File: config.mk
export PLATFORM = sky130hd
export DESIGN_NAME = seq_shift_add_multiplier
export DESIGN_NICKNAME = d
export VERILOG_FILES = /design/src/rtl/seq_shift_add_multiplier.sv
export SDC_FILE = /design/constraint.sdc
export NUM_CORES = 1
export LEC_CHECK = 0
export CORE_ASPECT_RATIO = 0.75
export CORE_MARGIN = 2
export CORE_UTILIZATION = 45
export CTS_CLUSTER_DIAMETER = 60
export DETAILED_ROUTE_END_ITERATION = 16
export PLACE_DENSITY_LB_ADDON = 0.12
export SLEW_MARGIN = 20
export SYNTH_ARGS = -nofsm -noshare
export SYNTH_HDL_FRONTEND = slang
export SYNTH_SLANG_ARGS = --single-unit
File: constraint.sdc
create_clock -name clk -period 5.1 [get_ports clk]
set_input_delay 1.02 -clock clk [delete_from_list [all_inputs] [get_ports clk]]
set_output_delay 1.02 -clock clk [all_outputs]
set_load 0.02 [all_outputs]
File: src/rtl/seq_shift_add_multiplier.sv
// seq_shift_add_multiplier: signed sequential shift-add multiplier, one add/shift step per clock.
module seq_shift_add_multiplier #(
  parameter int WORD_LENGTH = 16,
  parameter int CNT_BITS = $clog2(WORD_LENGTH + 1)
) (
  input  logic                       clk,
  input  logic                       reset,
  input  logic                       start,
  input  logic                       clear,
  input  logic [WORD_LENGTH-1:0]     multiplicand,
  input  logic [WORD_LENGTH-1:0]     multiplier,
  output logic [2*WORD_LENGTH-1:0]   product,
  output logic                       busy,
  output logic                       done,
  output logic [CNT_BITS-1:0]        iteration
);
  localparam int W = WORD_LENGTH;
  typedef enum logic [1:0] {IDLE, RUN, FIX, DONE} state_t;
  state_t state, state_nx;
  logic [W-1:0] mag_a, shreg, abs_a, abs_b;
  logic [W:0] acc, sum;
  logic [2*W-1:0] raw;
  logic neg, accept, last;
  assign abs_a = multiplicand[W-1] ? -multiplicand : multiplicand;
  assign abs_b = multiplier[W-1] ? -multiplier : multiplier;
  assign accept = start && !clear && (state == IDLE || state == DONE);
  assign last = iteration == CNT_BITS'(W - 1);
  assign sum = acc + {1'b0, mag_a & {W{shreg[0]}}};
  assign raw = {acc[W-1:0], shreg};
  assign busy = state == RUN || state == FIX;
  assign done = state == DONE;
  always_comb begin
    state_nx = state;
    case (state)
      IDLE:    state_nx = accept ? RUN : IDLE;
      RUN:     state_nx = last ? FIX : RUN;
      FIX:     state_nx = DONE;
      DONE:    state_nx = accept ? RUN : DONE;
      default: state_nx = IDLE;
    endcase
    if (clear) state_nx = IDLE;
  end
  always_ff @(posedge clk or negedge reset)
    if (!reset) state <= IDLE;
    else state <= state_nx;
  // product is only written at FIX, so aborted runs never leak a partial result
  always_ff @(posedge clk or negedge reset)
    if (!reset) begin
      product <= '0;
      iteration <= '0;
      mag_a <= '0;
      shreg <= '0;
      acc <= '0;
      neg <= 1'b0;
    end else if (clear) begin
      product <= '0;
      iteration <= '0;
    end else if (accept) begin
      mag_a <= abs_a;
      shreg <= abs_b;
      acc <= '0;
      neg <= multiplicand[W-1] ^ multiplier[W-1];
      iteration <= '0;
    end else if (state == RUN) begin
      acc <= {1'b0, sum[W:1]};
      shreg <= {sum[0], shreg[W-1:1]};
      iteration <= iteration + 1'b1;
    end else if (state == FIX) begin
      product <= neg ? -raw : raw;
    end
endmodule
==> out/qor.yml, run 1 <==
syn_area_sq_um: 5730
p_leak_nw: 2.88
grt-ovfl-total: 0
cp_slowest_stage_delay_ns: 0.71
ys_ff_latch: 88
arrival_ns: 3.23
die_w_microns: 134
place.port_buffers: 74
path_cells: "and2_1 -> ha_1 -> inv_1 -> fa_1 -> nor2b_1 -> o31a_1 -> a2111oi_0 -> o21bai_1 -> xor2_1 -> a22o_1"
worst-setup-path-type: "reg -> reg"
syn_nets: 697
timing.setup.tns_ns: 0
cts.hold.buffers_added: 0
crit_path_start_kind: "register"
tightest_slew_ns: 1.06
min_period_ns: 3.00
finalCoreUtilization: 0.553
cp_num_buf_inv: 1
post-place-ws_ns: 1.82
rsz0062_at_grt: "no"
dp_cells: 842
maxCapViolCount: 0
cts_setup_buffers: 0
min_period_over_period: 0.588
antenna_left: 0
final-setup-viol-count: 0
ctsResizeCount: 0
row_count: 35
cp.required_ns: 5.33
gr-usage-all-layers: 0.204
dp.final_hpwl_microns: 10200
crit_family: "compound AO/OA/AOI/OAI gates"
grt_max_degree: 54
drc_errors: 0
fmax_ghz: 0.333
cts_made_buffers: 9
synth_edf_count: 0
path_clk_slew_ns: 0.06
yosysUniqueCellTypes: 57
routed_wl_microns: 13700
detail_route.iter0.violations: 313
end_kind: "register"
synthCells: 635
finalPower_mw: 2.49
cts_root_buffer: "clkbuf_16"
hold_viol_final: 0
fin_cells: 858
die_y_microns: 102
power.density_nw_per_um2: 364
h-tree-depth: 3
nNetsFinal: 749
hold_class: "reg -> reg"
first_global_vias: 4407
coreArea_sq_um: 12300
cts_tree: "yes"
synth_ff_type: "dfrtp_1"
vias_per_cell: 5.57
drive_gt1_frac: 0.0448
ys_async_sr_fraction: 1.00
r2r_slack_ns: 2.10
die_area_sq_um: 13700
wl_per_cell_microns: 16.0
skew_ns: 0.00616
pin_count: 75
peakVddDrop_mv: 0.207
yosysSeqAreaShare: 0.384
diodes: 0
max-clock-path-buffers: 2
place.gp.congestion: 0.915
antenna_found_initial: 0
worst_slack_ns: 2.10
drt_pre_antenna_iters: 5
yosysWarningCount: 0
slew_viol_final: 0
grt_pass1_wl_microns: 22300
relSlewSlack: 0.291
crit_fanout: 18
clk_latency_ns: 0.34
avgSynthCellArea_sq_um: 9.02
route.vias.total: 4779
area_delta_synth_final_pct: 19.3
start_util: 0.464
cpMaxStageDelayCell: "a2111oi_0"
status: "completed"
clock-sinks: 88
## cell type report
type,instances,area (sq um)
timing repair buffer,77,761
clock buffer,10,229
inverter,19,71.3
tap,166,208
clock inverter,6,42.5
sequential,88,2200
multi-input combinational,492,3320
fill,1138,5510
## flip-flops by register name (all words and copies together) (netlist names)
signal	flops
product	32
neg	1
acc	16
iteration	5
state	2
mag_a	16
shreg	16
## cell families after synthesis
family | count (synthesis) | synth area share
AOI/OAI and AO/OA | 194 | 0.220
xor gates and xnor gates | 57 | 0.0871
adders and majority gates | 26 | 0.0581
buffers and inverters | 55 | 0.0362
DFF | 88 | 0.384
muxes | 14 | 0.0247
and+or+nand+nor | 201 | 0.190
## power by group
group / leakage [nW] / total (mW) / switching (mW) / internal, mW
logic: 1.58 / 0.855 / 0.457 / 0.398
registers: 1.17 / 1.02 / 0.210 / 0.808
clock network: 0.129 / 0.616 / 0.283 / 0.332
total: 2.88 / 2.49 / 0.950 / 1.54
## layout by cell type, fill, tap and decap left out, types with 4 or more instances in the layout
cell	instances
dfrtp_1	87
clkdlybuf4s50_1	73
nand2_1	60
o21ai_0	51
xor2_1	38
nor2_1	36
a21oi_1	33
ha_1	25
xnor2_1	19
inv_1	19
nor2b_1	18
and2_1	18
a211oi_1	16
o31ai_1	15
a22oi_1	14
mux2i_1	13
nor3b_1	13
o22ai_1	12
nor3_1	10
o41ai_1	9
a22o_1	9
clkbuf_16	9
a21o_1	8
nand2b_1	7
nand3b_1	7
a31oi_1	5
or4_1	4
or3_1	4
nand4_1	4
buf_4	4
## routing by layer
layer	vias to the layer above	GRT usage	wire length, microns
li1	2398	-	-
met1	2257	0.324	7590
met2	117	0.285	5350
met3	7	0.0355	662
met4	0	0.0510	113
met5	-	0	0
## final timing paths
path                            startpoint            to  depth (start not counted)
max in group asynchronous            reset           neg                          2
worst min-delay path             mag_a[11]     mag_a[11]                          2
worst max-delay path              shreg[0]       acc[11]                         10
worst min register to register   mag_a[11]     mag_a[11]                          2
min in group asynchronous            reset  iteration[2]                          1
worst max register to register    shreg[0]       acc[11]                         10
## stage by stage
| step | cell area, sq um | hold WS, ns |
|---|---|---|
| after floorplan | 5730 | 0.441 |
| after global placement | 6560 | 0.456 |
| after detailed placement | 6560 | 0.465 |
| after CTS | 6840 | 0.479 |
| after global routing | 6840 | 0.506 |
| final | 6840 | 0.471 |
## synthesized netlist by cell type (14+ instances only)
cell type / instances / share of area
dfrtp_1: 88 / 0.38
nand2_1: 60 / 0.039
o21ai_0: 51 / 0.045
xor2_1: 38 / 0.058
nor2_1: 36 / 0.024
a21oi_1: 33 / 0.029
clkbuf_1: 32 / 0.021
ha_1: 25 / 0.055
inv_1: 19 / 0.012
xnor2_1: 19 / 0.029
and2_1: 18 / 0.020
nor2b_1: 18 / 0.020
a211oi_1: 16 / 0.021
o31ai_1: 15 / 0.020
a22oi_1: 14 / 0.018
## worst min-delay path: stages (launching register included)
cell and delay, ns:
dfrtp_1 0.34, nand2_1 0.04, o21ai_0 0.06
Power figures use the tool's default switching activity.
==> run 2: changes to the inputs <==
==> constraint.sdc (replaced) <==
create_clock -name clk -period 3.1 [get_ports clk]
set_input_delay 0.62 -clock clk [delete_from_list [all_inputs] [get_ports clk]]
set_output_delay 0.62 -clock clk [all_outputs]
set_load 0.02 [all_outputs]
==> run 2 against run 1 <==
Effect of this change: critical path depth shrank 1; routed wire length up 0.77%; final area grew 1.4%; first-iteration DRC count up 8.3%; critical endpoint unchanged; count of clock-buffer cells in the layout unchanged; largest cell class unchanged.
==> out/qor.yml, run 2 (synthesis results as in run 1) <==
clock-sinks: 88  # unchanged
die_area_sq_um: 13700  # unchanged
path_clk_slew_ns: 0.07  # about the same
pwr-share-clk: 0.270  # +0.023
antenna_left: 0  # unchanged
rsz0062_at_grt: "no"
cp.required_ns: 3.32  # -2.01 ns
antenna_found_initial: 0  # unchanged
largest-register: "product"
final_common_cell: "dfrtp_1"
path_cells: "ha_1 -> inv_1 -> fa_1 -> nor2b_1 -> o31a_1 -> a2111oi_0 -> o21bai_1 -> xor2_1 -> a22o_1"
detail_route.iter0.violations: 339  # +8.3%
final-setup-viol-count: 0  # unchanged
timing.setup.tns_ns: 0  # unchanged
nNetsFinal: 756  # +0.93%
p_comb_frac: 0.349  # +0.005
seq_power_share: 0.381  # -0.028
swShare: 0.365  # -0.0173
end_kind: "register"
fmax_ghz: 0.363  # +8.9%
place.port_buffers: 74  # unchanged
largest_reg_flops: 32  # unchanged
holdWs_ns: 0.296  # -0.175 ns
die_y_microns: 102  # unchanged
drt_pre_antenna_iters: 5  # unchanged
grt_pass1_wl_microns: 23100  # +3.4%
p_sw_mw: 1.55  # +63%
clk_latency_ns: 0.34  # about the same
mostFrequentLayoutCells: "88 x dfrtp_1, 73 x clkdlybuf4s50_1, 60 x nand2_1"
dp.final_hpwl_microns: 10300  # +0.91%
h-tree-depth: 3  # unchanged
route.vias.total: 4897  # +2.5%
grt_max_degree: 89  # +65%
hold_viol_final: 0  # unchanged
fin_area_sq_um: 6930  # +1.4%
tightest_slew_ns: 0.794  # -0.269 ns
drive_gt1_frac: 0.0516  # +0.00678
cpMaxStageDelayCell: "a2111oi_0"
intPower_mw: 2.70  # +76%
pin_count: 75  # unchanged
place.gp.congestion: 0.905  # -1.1%
hold_class: "in -> async"
p_leak_nw: 2.94  # +2.1%
ctsResizeCount: 0  # unchanged
cts_tree: "yes"
worst-setup-path-type: "reg -> reg"
power.density_nw_per_um2: 614  # +69%
cts_made_buffers: 9  # unchanged
cts_setup_buffers: 0  # unchanged
slew_viol_final: 0  # unchanged
arrival_ns: 2.98  # -0.25 ns
cp_slowest_stage_delay_ns: 0.68  # -0.03 ns
start_util: 0.464  # unchanged
maxCapViolCount: 0  # unchanged
cts_root_buffer: "clkbuf_16"
crit_fanout: 8  # -10
status: "completed"
gr-usage-all-layers: 0.212  # +0.00784
die_w_microns: 134  # unchanged
crit_path_start_kind: "register"
peakVddDrop_mv: 0.318  # +54%
min_period_ns: 2.75  # -0.245 ns
drc_errors: 0  # unchanged
crit_family: "compound AO/OA/AOI/OAI gates"
dpl-instance-area_sq_um: 6620  # +0.78%
skew_ns: 0.00828  # +0.00212 ns
first_global_vias: 4524  # +2.7%
wl_per_cell_microns: 16.0  # about the same
cts.hold.buffers_added: 0  # unchanged
cp_num_buf_inv: 1  # unchanged
area_delta_synth_final_pct: 20.9
routed_wl_microns: 13800  # +0.77%
finalPower_mw: 4.26  # +71%
vias_per_cell: 5.67  # +1.8%
grt-ovfl-total: 0  # unchanged
coreArea_sq_um: 12300  # unchanged
max-clock-path-buffers: 2  # unchanged
relSlewSlack: 0.471  # +0.180
min_period_over_period: 0.888  # +0.300
row_count: 35  # unchanged
diodes: 0  # unchanged
-- run 2: changes by cell type in the layout (fill, tap and decap cells not counted), sizes merged --
cell / delta
clkinv: +1
inv: -2
bufinv: +2
clkinvlp: -2
buf: +7
-- run 2: final timing paths --
| path | startpoint | to | slack, ns | cells after the start |
|---|---|---|---|---|
| setup / recovery | acc[0] | acc[11] | 0.35 | 9 |
| hold / removal | reset | iteration[2] | 0.30 | 1 |
| setup reg to reg | acc[0] | acc[11] | 0.35 | 9 |
| hold reg to reg | mag_a[3] | mag_a[3] | 0.48 | 2 |
| max in group asynchronous | reset | product[29] | 2.22 | 1 |
| min in group clk | mag_a[3] | mag_a[3] | 0.48 | 2 |
-- run 2: cell type report --
class | instances | area [sq um]
Sequential cell | 88 | 2200
Timing Repair Buffer | 84 | 817
Clock buffer | 10 | 229
Tap cell | 166 | 208
Clock inverter | 5 | 82.6
Inverter | 19 | 71.3
Multi-Input combinational cell | 492 | 3320
Fill cell | 1105 | 5420
-- run 2: layer usage --
metal	up-vias	GRT usage	part of all wire
met5	-	0	0
met4	0	0.0518	0.0092
met3	9	0.0385	0.065
met2	166	0.296	0.40
met1	2295	0.336	0.53
li1	2427	-	-
-- run 2: through the flow --
step | setup slack (ns) | utilization | cells
final | 0.346 | 0.561 | 864
after CTS | 0.369 | 0.561 | 864
after floorplan | 0.568 | - | 635
after global routing | 0.196 | 0.561 | 864
after global placement | 0.284 | 0.536 | 849
after detailed placement | 0.202 | 0.536 | 849
-- run 2: worst register-to-register path, stage by stage, from the launching register on --
cell and delay, ns:
dfrtp_1 0.49, ha_1 0.29, inv_1 0.08, fa_1 0.18, nor2b_1 0.08, o31a_1 0.29, a2111oi_0 0.68, o21bai_1 0.18
xor2_1 0.17, a22o_1 0.20
-- run 2: power groups by stage --
stage,clock network (mW),registers [mW],logic [mW]
CTS,1.18,1.61,1.48
floorplan,0,1.53,1.13
detailed placement,0,1.64,1.47
global placement,0,1.62,1.43
finish,1.15,1.62,1.48
global route,1.23,1.65,1.67
==> run 3: changes to the inputs <==
--- a/config.mk
+++ b/config.mk
@@ -11,7 +11,6 @@
 export CTS_CLUSTER_DIAMETER = 60
 export DETAILED_ROUTE_END_ITERATION = 16
 export PLACE_DENSITY_LB_ADDON = 0.12
-export SLEW_MARGIN = 20
 export SYNTH_ARGS = -nofsm -noshare
 export SYNTH_HDL_FRONTEND = slang
 export SYNTH_SLANG_ARGS = --single-unit
==> run 3 against run 2 <==
Effect of this change: worst setup slack gained 0.0016 ns; sequential cell count is the same; sequential share of layout area is essentially flat; final area is essentially flat.
==> out/qor.yml, run 3 (synthesis results as in run 1) <==
antenna_found_initial: 0  # unchanged
fillers: 1104  # -0.090%
path_clk_slew_ns: 0.07  # about the same
pin_count: 75  # unchanged
crit_fanout: 8  # unchanged
route.vias.total: 4924  # +0.55%
status: "completed"
crit_start: "acc[0]"
hold_class: "in -> async"
intPower_mw: 2.70  # about the same
pwr-share-clk: 0.271  # about the same
cpMaxStageDelayCell: "a2111oi_0"
end_kind: "register"
drc_errors: 0  # unchanged
antenna_left: 0  # unchanged
die_y_microns: 102  # unchanged
grt_pass1_wl_microns: 23100  # unchanged
multi_input_area_sq_um: 3320  # unchanged
busiest_layer: "met1"
cts_made_buffers: 9  # unchanged
seqCellArea_sq_um: 2200  # unchanged
grt_max_degree: 89  # unchanged
grt.met1_usage: 0.336  # unchanged
crit_path_start_kind: "register"
coreArea_sq_um: 12300  # unchanged
path_cells: "ha_1 -> inv_1 -> fa_1 -> nor2b_1 -> o31a_1 -> a2111oi_0 -> o21bai_1 -> xor2_1 -> a22o_1"
grtUsageMet2: 0.296  # unchanged
clock-sinks: 88  # unchanged
hold_viol_final: 0  # unchanged
final_common_cell: "dfrtp_1"
peakVddDrop_mv: 0.320  # +0.77%
nNetsFinal: 756  # unchanged
r2r_slack_ns: 0.35  # about the same
r2r_cells: 9  # unchanged
wl_per_cell_microns: 16.0  # about the same
cp_num_buf_inv: 1  # unchanged
cts_setup_buffers: 0  # unchanged
crit_family: "compound AO/OA/AOI/OAI gates"
maxCapViolCount: 0  # unchanged
grt-ovfl-total: 0  # unchanged
cp_slowest_stage_delay_ns: 0.68  # about the same
vias_per_cell: 5.70  # +0.55%
p_comb_frac: 0.348  # about the same
skew_ns: 0.00957  # +0.00129 ns
cp.required_ns: 3.33  # about the same
die_area_sq_um: 13700  # unchanged
finalCoreUtilization: 0.561  # about the same
p_sw_mw: 1.56  # +0.25%
dpl-instance-area_sq_um: 6620  # unchanged
diodes: 0  # unchanged
crit_path_end: "acc[11]"
critical_path_depth: 9  # unchanged
largest-register: "product"
place.port_buffers: 74  # unchanged
swShare: 0.365  # +0.000608
drive_gt1_frac: 0.0516  # unchanged
mostFrequentLayoutCells: "88 x dfrtp_1, 73 x clkdlybuf4s50_1, 60 x nand2_1"
ctsResizeCount: 0  # unchanged
min_period_over_period: 0.888  # about the same
start_util: 0.464  # unchanged
seq_power_share: 0.381  # about the same
fmax_ghz: 0.363  # about the same
arrival_ns: 2.98  # about the same
drt_pre_antenna_iters: 5  # unchanged
gr-usage-all-layers: 0.212  # unchanged
max-clock-path-buffers: 2  # unchanged
reg2reg_from: "acc[0]"
met3_usage: 0.0385  # unchanged
die_w_microns: 134  # unchanged
timing.setup.tns_ns: 0  # unchanged
fin_area_sq_um: 6930  # about the same
cts_tree: "yes"
cts.hold.buffers_added: 0  # unchanged
tightest_slew_ns: 1.08  # +0.291 ns
row_count: 35  # unchanged
routed_wl_microns: 13800  # about the same
detail_route.iter0.violations: 306  # -9.7%
power.density_nw_per_um2: 615  # +0.14%
worst-setup-path-type: "reg -> reg"
place.gp.congestion: 0.905  # unchanged
clk_latency_ns: 0.34  # about the same
rsz0062_at_grt: "no"
reg2reg_to: "acc[11]"
min_period_ns: 2.75  # -0.00163 ns
cts_root_buffer: "clkbuf_16"
first_global_vias: 4524  # unchanged
p_leak_nw: 2.93  # about the same
area_delta_synth_final_pct: 20.9  # about the same
final-setup-viol-count: 0  # unchanged
slew_viol_final: 0  # unchanged
relSlewSlack: 0.277  # -0.194
largest_reg_flops: 32  # unchanged
h-tree-depth: 3  # unchanged
dp.final_hpwl_microns: 10300  # unchanged
run 3: cell count changes in the layout (fill, tap and decap cells not counted):
| cell | previous run | this run |
|---|---|---|
| buf_6 | 1 | 0 |
| buf_4 | 10 | 11 |
run 3: layout make-up:
class	count	area share
clock buffer	10	0.0331
clock inverter	5	0.0119
inverter	19	0.0103
multi-input combinational	492	0.479
sequential	88	0.318
tap	166	0.0300
timing repair buffer	84	0.117
run 3: worst min-delay path by stage:
stage          startpoint      endpoint  slack (ns)  cells past startpoint
2_1_floorplan       reset        acc[0]        0.32                      0
3_3_place_gp     mag_a[4]      mag_a[4]        0.45                      2
3_5_place_dp    mag_a[10]     mag_a[10]        0.47                      2
4_1_cts         mag_a[10]     mag_a[10]        0.48                      2
5_1_grt         mag_a[12]     mag_a[12]        0.51                      2
6_report            reset  iteration[1]        0.46                      1
run 3: power groups by stage:
| stage | Sequential [mW] | Combinational [mW] | Clock [mW] |
|---|---|---|---|
| 6_report | 1.62 | 1.48 | 1.15 |
| 5_1_grt | 1.65 | 1.67 | 1.23 |
| 4_1_cts | 1.61 | 1.48 | 1.18 |
| 3_5_place_dp | 1.64 | 1.47 | 0 |
| 3_3_place_gp | 1.62 | 1.43 | 0 |
| 2_1_floorplan | 1.53 | 1.13 | 0 |
run 3: layer usage:
metal	routed length, microns	share of wire
met1	7380	0.53
met2	5460	0.40
met3	838	0.061
met4	140	0.010
met5	0	0
run 3: metrics by stage:
stage          hold slack (ns)  cells  power, mW  worst slack (ns)
5_1_grt                  0.508    864       4.55             0.196
3_3_place_gp             0.454    849       3.05             0.284
4_1_cts                  0.483    864       4.27             0.369
3_5_place_dp             0.469    849       3.11             0.202
2_1_floorplan            0.324    635       2.66             0.568
6_report                 0.456    864       4.26             0.348
